==> src/rtl/seg_scan_ctrl_if.sv <==
// Write-side handshake between a display-content producer and seg_scan_ctrl.
interface seg_scan_ctrl_if;
    logic        wr_valid;
    logic        wr_ready;
    logic [31:0] wr_data;
    logic [7:0]  wr_le;
    logic [7:0]  wr_point;

    modport master (
        output wr_valid,
        output wr_data,
        output wr_le,
        output wr_point,
        input  wr_ready
    );

    modport slave (
        input  wr_valid,
        input  wr_data,
        input  wr_le,
        input  wr_point,
        output wr_ready
    );
endinterface

==> src/rtl/seg_scan_ctrl.sv <==
// Digit-scan and blink timing for the 8-digit seven-segment driver, with a
// one-entry write buffer whose contents are committed only on frame boundaries.
module seg_scan_ctrl #(
    parameter int unsigned SCAN_TICKS   = 100000,
    parameter int unsigned BLINK_FRAMES = 64
) (
    input  logic           clk,
    input  logic           rstn,
    seg_scan_ctrl_if.slave wr,
    input  logic           blink_en,
    output logic [2:0]     scan,
    output logic           flash,
    output logic [31:0]    data,
    output logic [7:0]     le,
    output logic [7:0]     point,
    output logic           frame_done
);
    localparam int unsigned PRE_W = (SCAN_TICKS > 1) ? $clog2(SCAN_TICKS) : 1;
    localparam int unsigned FRM_W = (BLINK_FRAMES > 1) ? $clog2(BLINK_FRAMES) : 1;
    localparam logic [PRE_W-1:0] PRE_LAST = PRE_W'(SCAN_TICKS - 1);
    localparam logic [FRM_W-1:0] FRM_LAST = FRM_W'(BLINK_FRAMES - 1);

    logic [PRE_W-1:0] r_pre;
    logic [2:0]       r_scan;
    logic             r_frame_done;
    logic [FRM_W-1:0] r_frm;
    logic             r_phase;
    logic             r_flash;
    logic [31:0]      r_data;
    logic [7:0]       r_le;
    logic [7:0]       r_point;
    logic [31:0]      r_buf_data;
    logic [7:0]       r_buf_le;
    logic [7:0]       r_buf_point;
    logic             r_wr_ready;

    logic w_tick;
    logic w_boundary;
    logic w_frame_wrap;
    logic w_phase_nxt;
    logic w_accept;
    logic w_full;

    assign w_tick       = (r_pre == PRE_LAST);
    assign w_boundary   = w_tick && (r_scan == 3'd7);
    assign w_frame_wrap = (r_frm == FRM_LAST);
    assign w_phase_nxt  = r_phase ^ (w_boundary & w_frame_wrap);
    assign w_full       = ~r_wr_ready;
    assign w_accept     = wr.wr_valid & r_wr_ready;

    // Prescaler and digit scan; frame_done marks the first cycle of digit 0.
    always_ff @(posedge clk or negedge rstn) begin
        if (!rstn) begin
            r_pre        <= '0;
            r_scan       <= 3'd0;
            r_frame_done <= 1'b0;
        end else begin
            r_pre        <= w_tick ? '0 : r_pre + PRE_W'(1);
            r_frame_done <= w_boundary;
            if (w_tick) begin
                r_scan <= r_scan + 3'd1;
            end
        end
    end

    // Blink phase advances per frame; flash follows blink_en without disturbing the phase.
    always_ff @(posedge clk or negedge rstn) begin
        if (!rstn) begin
            r_frm   <= '0;
            r_phase <= 1'b0;
            r_flash <= 1'b0;
        end else begin
            r_phase <= w_phase_nxt;
            r_flash <= blink_en & w_phase_nxt;
            if (w_boundary) begin
                r_frm <= w_frame_wrap ? '0 : r_frm + FRM_W'(1);
            end
        end
    end

    // One-entry buffer: a full buffer cannot accept, so commit and accept never coincide.
    always_ff @(posedge clk or negedge rstn) begin
        if (!rstn) begin
            r_buf_data  <= 32'h0;
            r_buf_le    <= 8'h00;
            r_buf_point <= 8'h00;
            r_wr_ready  <= 1'b1;
            r_data      <= 32'h0;
            r_le        <= 8'hFF;
            r_point     <= 8'h00;
        end else begin
            if (w_boundary && w_full) begin
                r_data     <= r_buf_data;
                r_le       <= r_buf_le;
                r_point    <= r_buf_point;
                r_wr_ready <= 1'b1;
            end
            if (w_accept) begin
                r_buf_data  <= wr.wr_data;
                r_buf_le    <= wr.wr_le;
                r_buf_point <= wr.wr_point;
                r_wr_ready  <= 1'b0;
            end
        end
    end

    assign scan        = r_scan;
    assign frame_done  = r_frame_done;
    assign flash       = r_flash;
    assign data        = r_data;
    assign le          = r_le;
    assign point       = r_point;
    assign wr.wr_ready = r_wr_ready;
endmodule
==> src/flat_wrapper.sv <==
// flat-port wrapper written by rule: the top's interface ports become plain ports
module seg_scan_ctrl_flat 
#(
    parameter int unsigned SCAN_TICKS   = 100000,
    parameter int unsigned BLINK_FRAMES = 64
)
  (clk, rstn, blink_en, scan, flash, data, le, point, frame_done, wr_wr_valid, wr_wr_data, wr_wr_le, wr_wr_point, wr_wr_ready);
  seg_scan_ctrl_if wr_i ();
  input  logic clk;
  input  logic rstn;
  input  logic blink_en;
  output logic [2:0] scan;
  output logic flash;
  output logic [31:0] data;
  output logic [7:0] le;
  output logic [7:0] point;
  output logic frame_done;
  input wire logic [$bits(wr_i.wr_valid)-1:0] wr_wr_valid;
  input wire logic [$bits(wr_i.wr_data)-1:0] wr_wr_data;
  input wire logic [$bits(wr_i.wr_le)-1:0] wr_wr_le;
  input wire logic [$bits(wr_i.wr_point)-1:0] wr_wr_point;
  output wire logic [$bits(wr_i.wr_ready)-1:0] wr_wr_ready;
  assign wr_i.wr_valid = wr_wr_valid;
  assign wr_i.wr_data = wr_wr_data;
  assign wr_i.wr_le = wr_wr_le;
  assign wr_i.wr_point = wr_wr_point;
  assign wr_wr_ready = wr_i.wr_ready;
  seg_scan_ctrl #(.SCAN_TICKS(SCAN_TICKS), .BLINK_FRAMES(BLINK_FRAMES)) u_core (.clk(clk), .rstn(rstn), .wr(wr_i), .blink_en(blink_en), .scan(scan), .flash(flash), .data(data), .le(le), .point(point), .frame_done(frame_done));
endmodule
==> config.mk <==
export PLATFORM = sky130hd
export DESIGN_NAME = seg_scan_ctrl_flat
export DESIGN_NICKNAME = d
export VERILOG_FILES = /design/src/rtl/seg_scan_ctrl_if.sv /design/src/rtl/seg_scan_ctrl.sv /design/src/flat_wrapper.sv
export SDC_FILE = /design/constraint.sdc
export NUM_CORES = 1
export LEC_CHECK = 0
export BUFFER_PORTS_ARGS = -buffer_cell sky130_fd_sc_hd__clkbuf_2
export CAP_MARGIN = 20
export CORE_ASPECT_RATIO = 0.6
export CORE_MARGIN = 5
export CORE_UTILIZATION = 56
export CTS_BUF_LIST = sky130_fd_sc_hd__clkbuf_4 sky130_fd_sc_hd__clkbuf_8
export CTS_CLUSTER_SIZE = 10
export DETAILED_ROUTE_END_ITERATION = 6
export PLACE_DENSITY = 0.89
export REMOVE_ABC_BUFFERS = 1
export SYNTH_ARGS = -nofsm -noshare
export SYNTH_HDL_FRONTEND = slang
export SYNTH_SLANG_ARGS = --single-unit
==> constraint.sdc <==
create_clock -name clk -period 2.45 [get_ports clk]
set_input_delay 0.49 -clock clk [delete_from_list [all_inputs] [get_ports clk]]
set_output_delay 0.49 -clock clk [all_outputs]
set_load 0.01 [all_outputs]
==> results_dict.tcl, run 1 <==
set metrics [dict create \
    status "completed" \
    synth_cell_types 36 \
    seqCellArea_um2 3164 \
    seq_area_frac_synth 0.6291 \
    coreArea_um2 8621 \
    multi_input_area_um2 1779 \
    clkSinkCount 126 \
    grt_pass1_vias 3360 \
    cts_resized 0 \
    grt_usage 0.1948 \
    io_buffers 105 \
    irDropWorstVdd_mv 0.3571 \
    critPathTopFamily "simple AND/OR/NAND/NOR gates" \
    hold_slack_ps 38.02 \
    insertion_delay_ps 420 \
    grt_pass1_wl_mm 17.26 \
    worst-endpoint-required_ps 2750 \
    io_pins 106 \
    tritoncts "yes" \
    clkTransAtPathRegs_ps 70 \
    routed_wl_mm 10.08 \
    vias 3108 \
    startpoint_type "flop" \
    synth-main-ff-cell "dfrtp_1" \
    cts_max_path_buffers 2 \
    overflow 0 \
    power.density_nw_per_um2 666.4 \
    slew_headroom 0.6550 \
    syn_area_um2 5030 \
    ctsHoldBuffers 0 \
    cts_buffers 17 \
    final.fill_count 555 \
    layout.nets 511 \
    syn_inst 333 \
    cp_num_buf_inv 1 \
    hold_viol 0 \
    syn_area_per_cell_um2 15.10 \
    cts_htree_levels 4 \
    syn2layout_area_growth_pct 22.89 \
    die_x_um 132.4 \
    synth_top_area_cell "dfrtp_1" \
    finalCriticalPeriod_ps 2060 \
    path_cells "ha_1, and4_1, nand2_1, nor3_4, buf_4, mux2_2" \
    final_antenna_net_count 0 \
    detail_route.vias_per_cell 5.359 \
    cp_max_fo 21 \
    initial_utilization 0.5835 \
    diodes 0 \
    final.setup.worst_slack_ps 389.9 \
    initialDrtViolationCount 153 \
    synth_seq_cells 126 \
    report.final.slew_viol_count 0 \
    clockPowerShare 0.473 \
    dp_hpwl_mm 7.293 \
    path_class "reg -> reg" \
    grt_start_max_net_pins 39 \
    wl_per_cell_um 17.39 \
    finClkSkew_ps 7.722 \
    async_reset_ff_frac 1.000 \
    finalSetupViolCount 0 \
    internal-power_uw 3272 \
    p_leak_uw 0.003297 \
    cp_slowest_cell "dfrtp_1" \
    fin_area_um2 6181 \
    gp_congestion 0.8811 \
    grt_antenna_before_repair 0 \
    drv_cap 0 \
    drive_gt1_frac 0.5385 \
    cts_setup_buffers 0 \
    first_pass_iters 5 \
    max_stage_delay_ps 390 \
    drc_errors 0 \
    worstPathArrival_ps 2360 \
    rsz0062_at_grt "no" \
    reg2reg_slack_ps 390 \
    p_sw_frac 0.2057 \
    hold_class "in -> async" \
    setup_tns_ps 0 \
    yosys-top-cells-area "dfrtp_1 58%, mux2_2 20%, dfstp_2 4.7%, mux2_1 2.2%, xnor2_1 1.9%" \
    die_y_um 83.41 \
    combPwrFrac 0.022 \
    place_ws_ps 387.2 \
    synth_edf_count 0 \
    yosysWarnings 0 \
    placedInstanceArea_um2 5739 \
    seqPwrFrac 0.505 \
    dieArea_um2 11040 \
    worst_pin_slew_ps 513.6 \
    fin_crit_sh 0.8408 \
    synth_top_area_frac 0.5821 \
    clock.fmax_mhz 485.4 \
    p_sw_uw 847.5 \
    end_kind "flop" \
    root_buffer "clkbuf_8" \
    row_count 26 \
]
## layout make-up
| cell class | instances | area share |
|---|---|---|
| sequential | 126 | 0.5119 |
| inverter | 4 | 0.002429 |
| timing repair buffer | 115 | 0.1036 |
| multi-input combinational | 191 | 0.2879 |
| tap | 112 | 0.02267 |
| clock buffer | 23 | 0.05020 |
| clock inverter | 9 | 0.02126 |
## cells by family after synthesis
logic type               share of synthesized area
AO/OA/AOI/OAI                             0.005970
XOR/XNOR                                   0.03308
adder cells (fa/ha/maj)                   0.009951
buffers and inverters                      0.01766
flip-flops                                  0.6291
multiplexers                                0.2256
AND/OR/NAND/NOR                            0.07861
## final timing paths
kind,start,end,depth (start not counted)
worst max-delay path,u_core.r_pre[0],u_core.data[2],6
worst max register to register,u_core.r_pre[0],u_core.data[2],6
worst min-delay path,rstn,u_core.flash,1
max in group asynchronous,rstn,u_core.data[7],2
worst min register to register,u_core.r_buf_point[0],u_core.point[0],1
min in group clk,wr_wr_data[3],u_core.r_buf_data[3],2
## through the flow
| stage | cells | util | power, µW |
|---|---|---|---|
| finish | 580 | 0.7170 | 4119 |
| floorplan | 321 | - | 2121 |
| global route | 580 | 0.7170 | 4287 |
| detailed placement | 548 | 0.6657 | 2214 |
| CTS | 580 | 0.7170 | 4159 |
| global placement | 548 | 0.6657 | 2211 |
## synth_stat cells (all sizes together) (4+ instances only)
cell	instances
nor2	12
mux2	99
inv	4
ha	4
xor2	8
xnor2	11
nand3	10
nand4	7
nor3	8
buf	9
dfrtp	117
nand2	9
dfstp	9
## flip-flops by register name (all words and copies together) (netlist names), 3 cells and up
register            cells
u_core.r_buf_data      32
u_core.r_frm            6
u_core.r_buf_le         8
u_core.data            32
u_core.r_pre           17
u_core.scan             3
u_core.r_buf_point      8
u_core.le               8
u_core.point            8
## power by group through the flow
stage          combinational, µW  sequential (µW)  clock, µW
5_1_grt                      107             2080       2100
6_report                    92.3             2080       1950
3_5_place_dp                95.2             2120          0
4_1_cts                     95.9             2080       1980
3_3_place_gp                91.9             2120          0
2_1_floorplan               1.56             2120          0
## cells in the final DEF (no fill, tap or decap), types with 2 or more instances in the layout
master / instances
xnor2_1: 11
nor2_1: 12
dfrtp_1: 117
clkinvlp_4: 3
dfstp_2: 9
ha_1: 4
nand4_1: 7
buf_12: 3
mux2_2: 89
nand2_1: 8
mux2_1: 10
and4bb_2: 2
nor4_1: 2
inv_1: 4
clkbuf_2: 104
nand3_1: 9
or3_1: 3
nor3_1: 7
buf_4: 8
and3_1: 3
bufinv_16: 3
xor2_1: 8
clkinv_2: 2
clkbuf_8: 22
mux2i_1: 2
## metal layers
layer	global-route usage	vias to the layer above	wire [µm]
met4	0.05083	0	91
li1	-	1423	-
met3	0.08635	14	991
met5	0	-	0
met2	0.2675	143	4309
met1	0.2821	1528	4691
Note: power is estimated with default switching activity, not from simulation.
==> inputs of run 2 (changes only) <==
- CORE_UTILIZATION: 56 -> 51
- PLACE_DENSITY: 0.89 -> 0.85
- clock period: 2.45 -> 1.72 ns (I/O delays scaled with it)
==> run 2 against run 1 <==
The flow now finishes with violations (negative setup slack). Routed wire length grew 12%. Design area grew 8.7%. Setup slack lost 510 ps. Critical path depth grew 1. Sequential power grew 42%. Utilization shrank 2.7 points.
==> results_dict.tcl, run 2 (synthesized netlist as in run 1, its figures left out) <==
set metrics [dict create \
    mostFrequentLayoutCell "dfrtp_1" \
    path_cells "ha_2, and4_4, nand2_4, nor3_4, buf_6, clkbuf_16, mux2_4" \
    root_buffer "clkbuf_8" \
    grt_pass1_vias 3602 \
    clock.fmax_mhz 544.7 \
    grt_pass1_wl_mm 18.51 \
    die_x_um 138.2 \
    finalCriticalPeriod_ps 1836 \
    io_pins 106 \
    p_leak_uw 0.003539 \
    power.density_nw_per_um2 889.7 \
    cts_buffers 17 \
    dieArea_um2 12010 \
    diodes 0 \
    wl_met2_mm 5.159 \
    hold_viol 0 \
    worst_pin_slew_ps 480.1 \
    grt_usage 0.1993 \
    die_y_um 86.93 \
    cp_max_fo 5 \
    report.final.slew_viol_count 0 \
    drc_errors 0 \
    worst-endpoint-required_ps 2030 \
    grt_start_max_net_pins 38 \
    worstPathArrival_ps 2150 \
    row_count 28 \
    setup_tns_ps -4272 \
    power_uw 5976 \
    gp_congestion 0.9243 \
    cts_max_path_buffers 2 \
    final.fill_count 704 \
    grt_antenna_before_repair 0 \
    dp_hpwl_mm 7.692 \
    fin_crit_sh 1.067 \
    hold_class "in -> reg" \
    rsz0062_at_grt "yes" \
    drv_cap 0 \
    vias 3309 \
    routed_wl_mm 11.28 \
    final_antenna_net_count 0 \
    path_class "reg -> reg" \
    wl_met3_um 852 \
    finClkSkew_ps 15.31 \
    overflow 0 \
    irDropWorstVdd_mv 0.5970 \
    first_pass_iters 4 \
    clkSinkCount 126 \
    violations "negative setup slack" \
    max_stage_delay_ps 350 \
    initial_utilization 0.5164 \
    insertion_delay_ps 440 \
    layout.nets 549 \
    cts_htree_levels 4 \
    io_buffers 105 \
    final.setup.worst_slack_ps -115.8 \
    initialDrtViolationCount 122 \
    tritoncts "yes" \
    detail_route.vias_per_cell 5.162 \
    coreArea_um2 9739 \
    end_kind "flop" \
    startpoint_type "flop" \
    wl_per_cell_um 17.59 \
    finalSetupViolCount 50 \
    wl_met1_mm 5.141 \
    status "complete, but fails checks" \
    final_cell_mix "117 x dfrtp_1, 104 x clkbuf_2, 74 x mux2_2" \
    slew_headroom 0.6799 \
    clkTransAtPathRegs_ps 80 \
    dr.max_layer_used "met4" \
    syn2layout_area_growth_pct 33.53 \
    drive_gt1_frac 0.6028 \
    cp_slowest_cell "dfrtp_1" \
]
## run 2: final cells by class
class	count	area [µm²]	share of cell area
Sequential cell	126	3164	0.4711
Inverter	4	15.01	0.002235
Tap cell	135	168.9	0.02515
Timing Repair Buffer	153	1020	0.1518
Clock inverter	13	187.7	0.02794
Multi-Input combinational cell	191	1899	0.2828
Clock buffer	19	261.5	0.03893
## run 2: final timing paths
check                           depth (start not counted)                     to                  start  slack [ps]
worst max register to register                          7        u_core.point[6]        u_core.r_pre[0]        -120
worst min register to register                          1        u_core.data[21]  u_core.r_buf_data[21]         490
min in group asynchronous                               2  u_core.r_buf_point[0]                   rstn         400
max in group asynchronous                               3     u_core.wr.wr_ready                   rstn         700
worst max-delay path                                    7        u_core.point[6]        u_core.r_pre[0]        -120
worst min-delay path                                    2     u_core.r_buf_le[7]            wr_wr_le[7]         140
## run 2: what timing repair did
action,in CTS,in global routing
setup endpoints to repair,55,58
cloned,2,2
gates resized for setup,21,19
pin swaps,4,5
hold endpoints to repair,26,0
hold buffers,1,0
buffers inserted,7,1
## run 2: layer usage
layer,track usage,vias to the layer above
met5,0,-
li1,-,1513
met4,0.07534,0
met2,0.2903,104
met3,0.07241,11
met1,0.2765,1681
## run 2: worst max-delay path: cells and delay by family, from the launching register on
family	cells	cell delay, ps
fa+ha+maj	1	190
buf+inv	2	360
flops	1	350
mux	1	300
simple gates	3	520
## run 2: stage by stage
step                      worst slack [ps]  hold slack, ps    util  instances  cell area (µm²)
after floorplan                      -1075           48.41       -        321             4956
after global placement              -111.9           324.5  0.6136        597             5976
after detailed placement            -164.9           330.7  0.6136        597             5976
after CTS                           -128.7           116.5  0.6788        639             6611
after global routing                -203.6           107.8  0.6896        641             6716
final                               -115.8           139.8  0.6896        641             6716
## run 2: power breakdown
part	switching [µW]	leakage [µW]	internal, µW	total (µW)
logic	78.6	0.00161	56.3	135
registers	0	0.00171	2960	2960
clock network	1220	0.000218	1660	2880
total	1300	0.00354	4680	5980
==> inputs of run 3 (changes only) <==
- SKIP_LAST_GASP: not set -> 1
==> run 3 against run 2 <==
The flow still finishes with violations (negative setup slack). Die area did not move. Power rose by 0.19%. Global-route usage fell by 0.10 points. Sequential share of layout area barely moved. Routed wire length rose by 1.2%. Via count barely moved. Clock skew barely moved. Combinational power barely moved. Design area barely moved. Critical path type unchanged. Critical endpoint unchanged. Largest cell class unchanged.
==> results_dict.tcl, run 3 (synthesized netlist as in run 1, its figures left out) <==
set metrics [dict create \
    row_count 28 \
    routed_wl_mm 11.41 \
    seqCellArea_um2 3164 \
    grt_antenna_before_repair 0 \
    dieArea_um2 12010 \
    dr.max_layer_used "met4" \
    slew_headroom 0.6770 \
    grt_pass1_wl_mm 18.42 \
    cts_htree_levels 4 \
    worst_pin_slew_ps 484.6 \
    place_ws_ps -164.9 \
    irDropWorstVdd_mv 0.5948 \
    io_pins 106 \
    fin_crit_sh 1.069 \
    layout.nets 549 \
    startpoint_type "flop" \
    grt_start_max_net_pins 38 \
    io_buffers 105 \
    diodes 0 \
    drv_cap 0 \
    hold_viol 0 \
    multi_input_area_um2 1894 \
    cts_buffers 17 \
    syn2layout_area_growth_pct 33.43 \
    rsz0062_at_grt "yes" \
    overflow 0 \
    grt_usage 0.1983 \
    status "complete, but fails checks" \
    combPwrFrac 0.023 \
    internal-power_uw 4680 \
    tritoncts "yes" \
    hold_class "in -> reg" \
    holdPathStages 2 \
    root_buffer "clkbuf_8" \
    drive_gt1_frac 0.6008 \
    finalCriticalPeriod_ps 1839 \
    end_kind "flop" \
    drc_errors 0 \
    stdcell_count 641 \
    wl_per_cell_um 17.80 \
    coreArea_um2 9739 \
    finalSetupViolCount 50 \
    die_y_um 86.93 \
    dp_hpwl_mm 7.692 \
    final.setup.worst_slack_ps -119.2 \
    wl_met1_mm 5.292 \
    clock.fmax_mhz 543.7 \
    path_class "reg -> reg" \
    p_leak_uw 0.003538 \
    worstPathArrival_ps 2150 \
    p_sw_uw 1307 \
    vias 3307 \
    wl_met3_um 801 \
    first_pass_iters 4 \
    report.final.slew_viol_count 0 \
    clkSinkCount 126 \
    mostFrequentLayoutCell "dfrtp_1" \
    final_cell_mix "117 x dfrtp_1, 104 x clkbuf_2, 74 x mux2_2" \
    clockPowerShare 0.483 \
    cp_max_fo 5 \
    detail_route.vias_per_cell 5.159 \
    final.fill_count 706 \
    seqPwrFrac 0.495 \
    gp_congestion 0.9243 \
    cts_max_path_buffers 2 \
    wl_met2_mm 5.194 \
    power.density_nw_per_um2 892.0 \
    finClkSkew_ps 15.03 \
    worst-endpoint-required_ps 2040 \
    p_sw_frac 0.2183 \
    grt_pass1_vias 3580 \
    initialDrtViolationCount 123 \
    final_antenna_net_count 0 \
    violations "negative setup slack" \
    insertion_delay_ps 440 \
    dp_cells 597 \
    reg2reg_depth 7 \
    initial_utilization 0.5164 \
    clkTransAtPathRegs_ps 80 \
    die_x_um 138.2 \
]
run 3: cell counts in the layout (fill, tap and decap cells not counted):
Identical to the previous run, type by type.
run 3: worst paths after layout:
path | from | to | slack [ps]
worst max register to register | u_core.r_pre[0] | u_core.point[6] | -120
worst min register to register | u_core.r_buf_data[21] | u_core.data[21] | 490
max in group asynchronous | rstn | u_core.wr.wr_ready | 690
worst min-delay path | wr_wr_le[7] | u_core.r_buf_le[7] | 130
min in group asynchronous | rstn | u_core.data[28] | 400
worst max-delay path | u_core.r_pre[0] | u_core.point[6] | -120
run 3: metrics by stage:
step           power [µW]  setup TNS (ps)  area, µm²    util  hold WS (ps)
2_1_floorplan        3022          -69360       4956       -         48.41
3_3_place_gp         3150           -4458       5976  0.6136         324.5
3_5_place_dp         3156           -6419       5976  0.6136         330.7
4_1_cts              6028           -5148       6574  0.6750         116.5
5_1_grt              6211           -8431       6711  0.6891         107.8
6_report             5987           -4257       6711  0.6891         134.3
run 3: final cells by class:
cell class	count	area share
inverters	4	0.002237
clock buffers	19	0.03896
multi-input cells	191	0.2823
well taps	135	0.02517
clock inverters	13	0.02796
flip-flops and latches	126	0.4715
repair buffers	153	0.1519
run 3: worst max-delay path, stage by stage (launching register included):
cell and delay [ps]:
dfrtp_1 350, ha_2 190, and4_4 240, nand2_4 70, nor3_4 210, buf_6 190
clkbuf_16 170, mux2_4 300
run 3: repair_timing:
| item | in CTS | in global routing |
|---|---|---|
| pin swaps | 4 | 5 |
| setup endpoints to repair | 55 | 58 |
| gates cloned | 2 | 2 |
| gates resized for setup | 11 | 28 |
| hold endpoints to repair | 26 | 0 |
| buffers inserted | 7 | 1 |
| hold buffers | 1 | 0 |
run 3: power groups by stage:
stage / clock [µW] / combinational [µW] / sequential (µW)
2_1_floorplan: 0 / 2.22 / 3020
3_3_place_gp: 0 / 131 / 3020
3_5_place_dp: 0 / 137 / 3020
4_1_cts: 2930 / 140 / 2960
5_1_grt: 3090 / 156 / 2960
6_report: 2890 / 135 / 2960
run 3: routing by layer:
layer,GRT usage,vias to the layer above
li1,-,1513
met1,0.2746,1686
met2,0.2889,97
met3,0.07241,11
met4,0.07534,0
met5,0,-
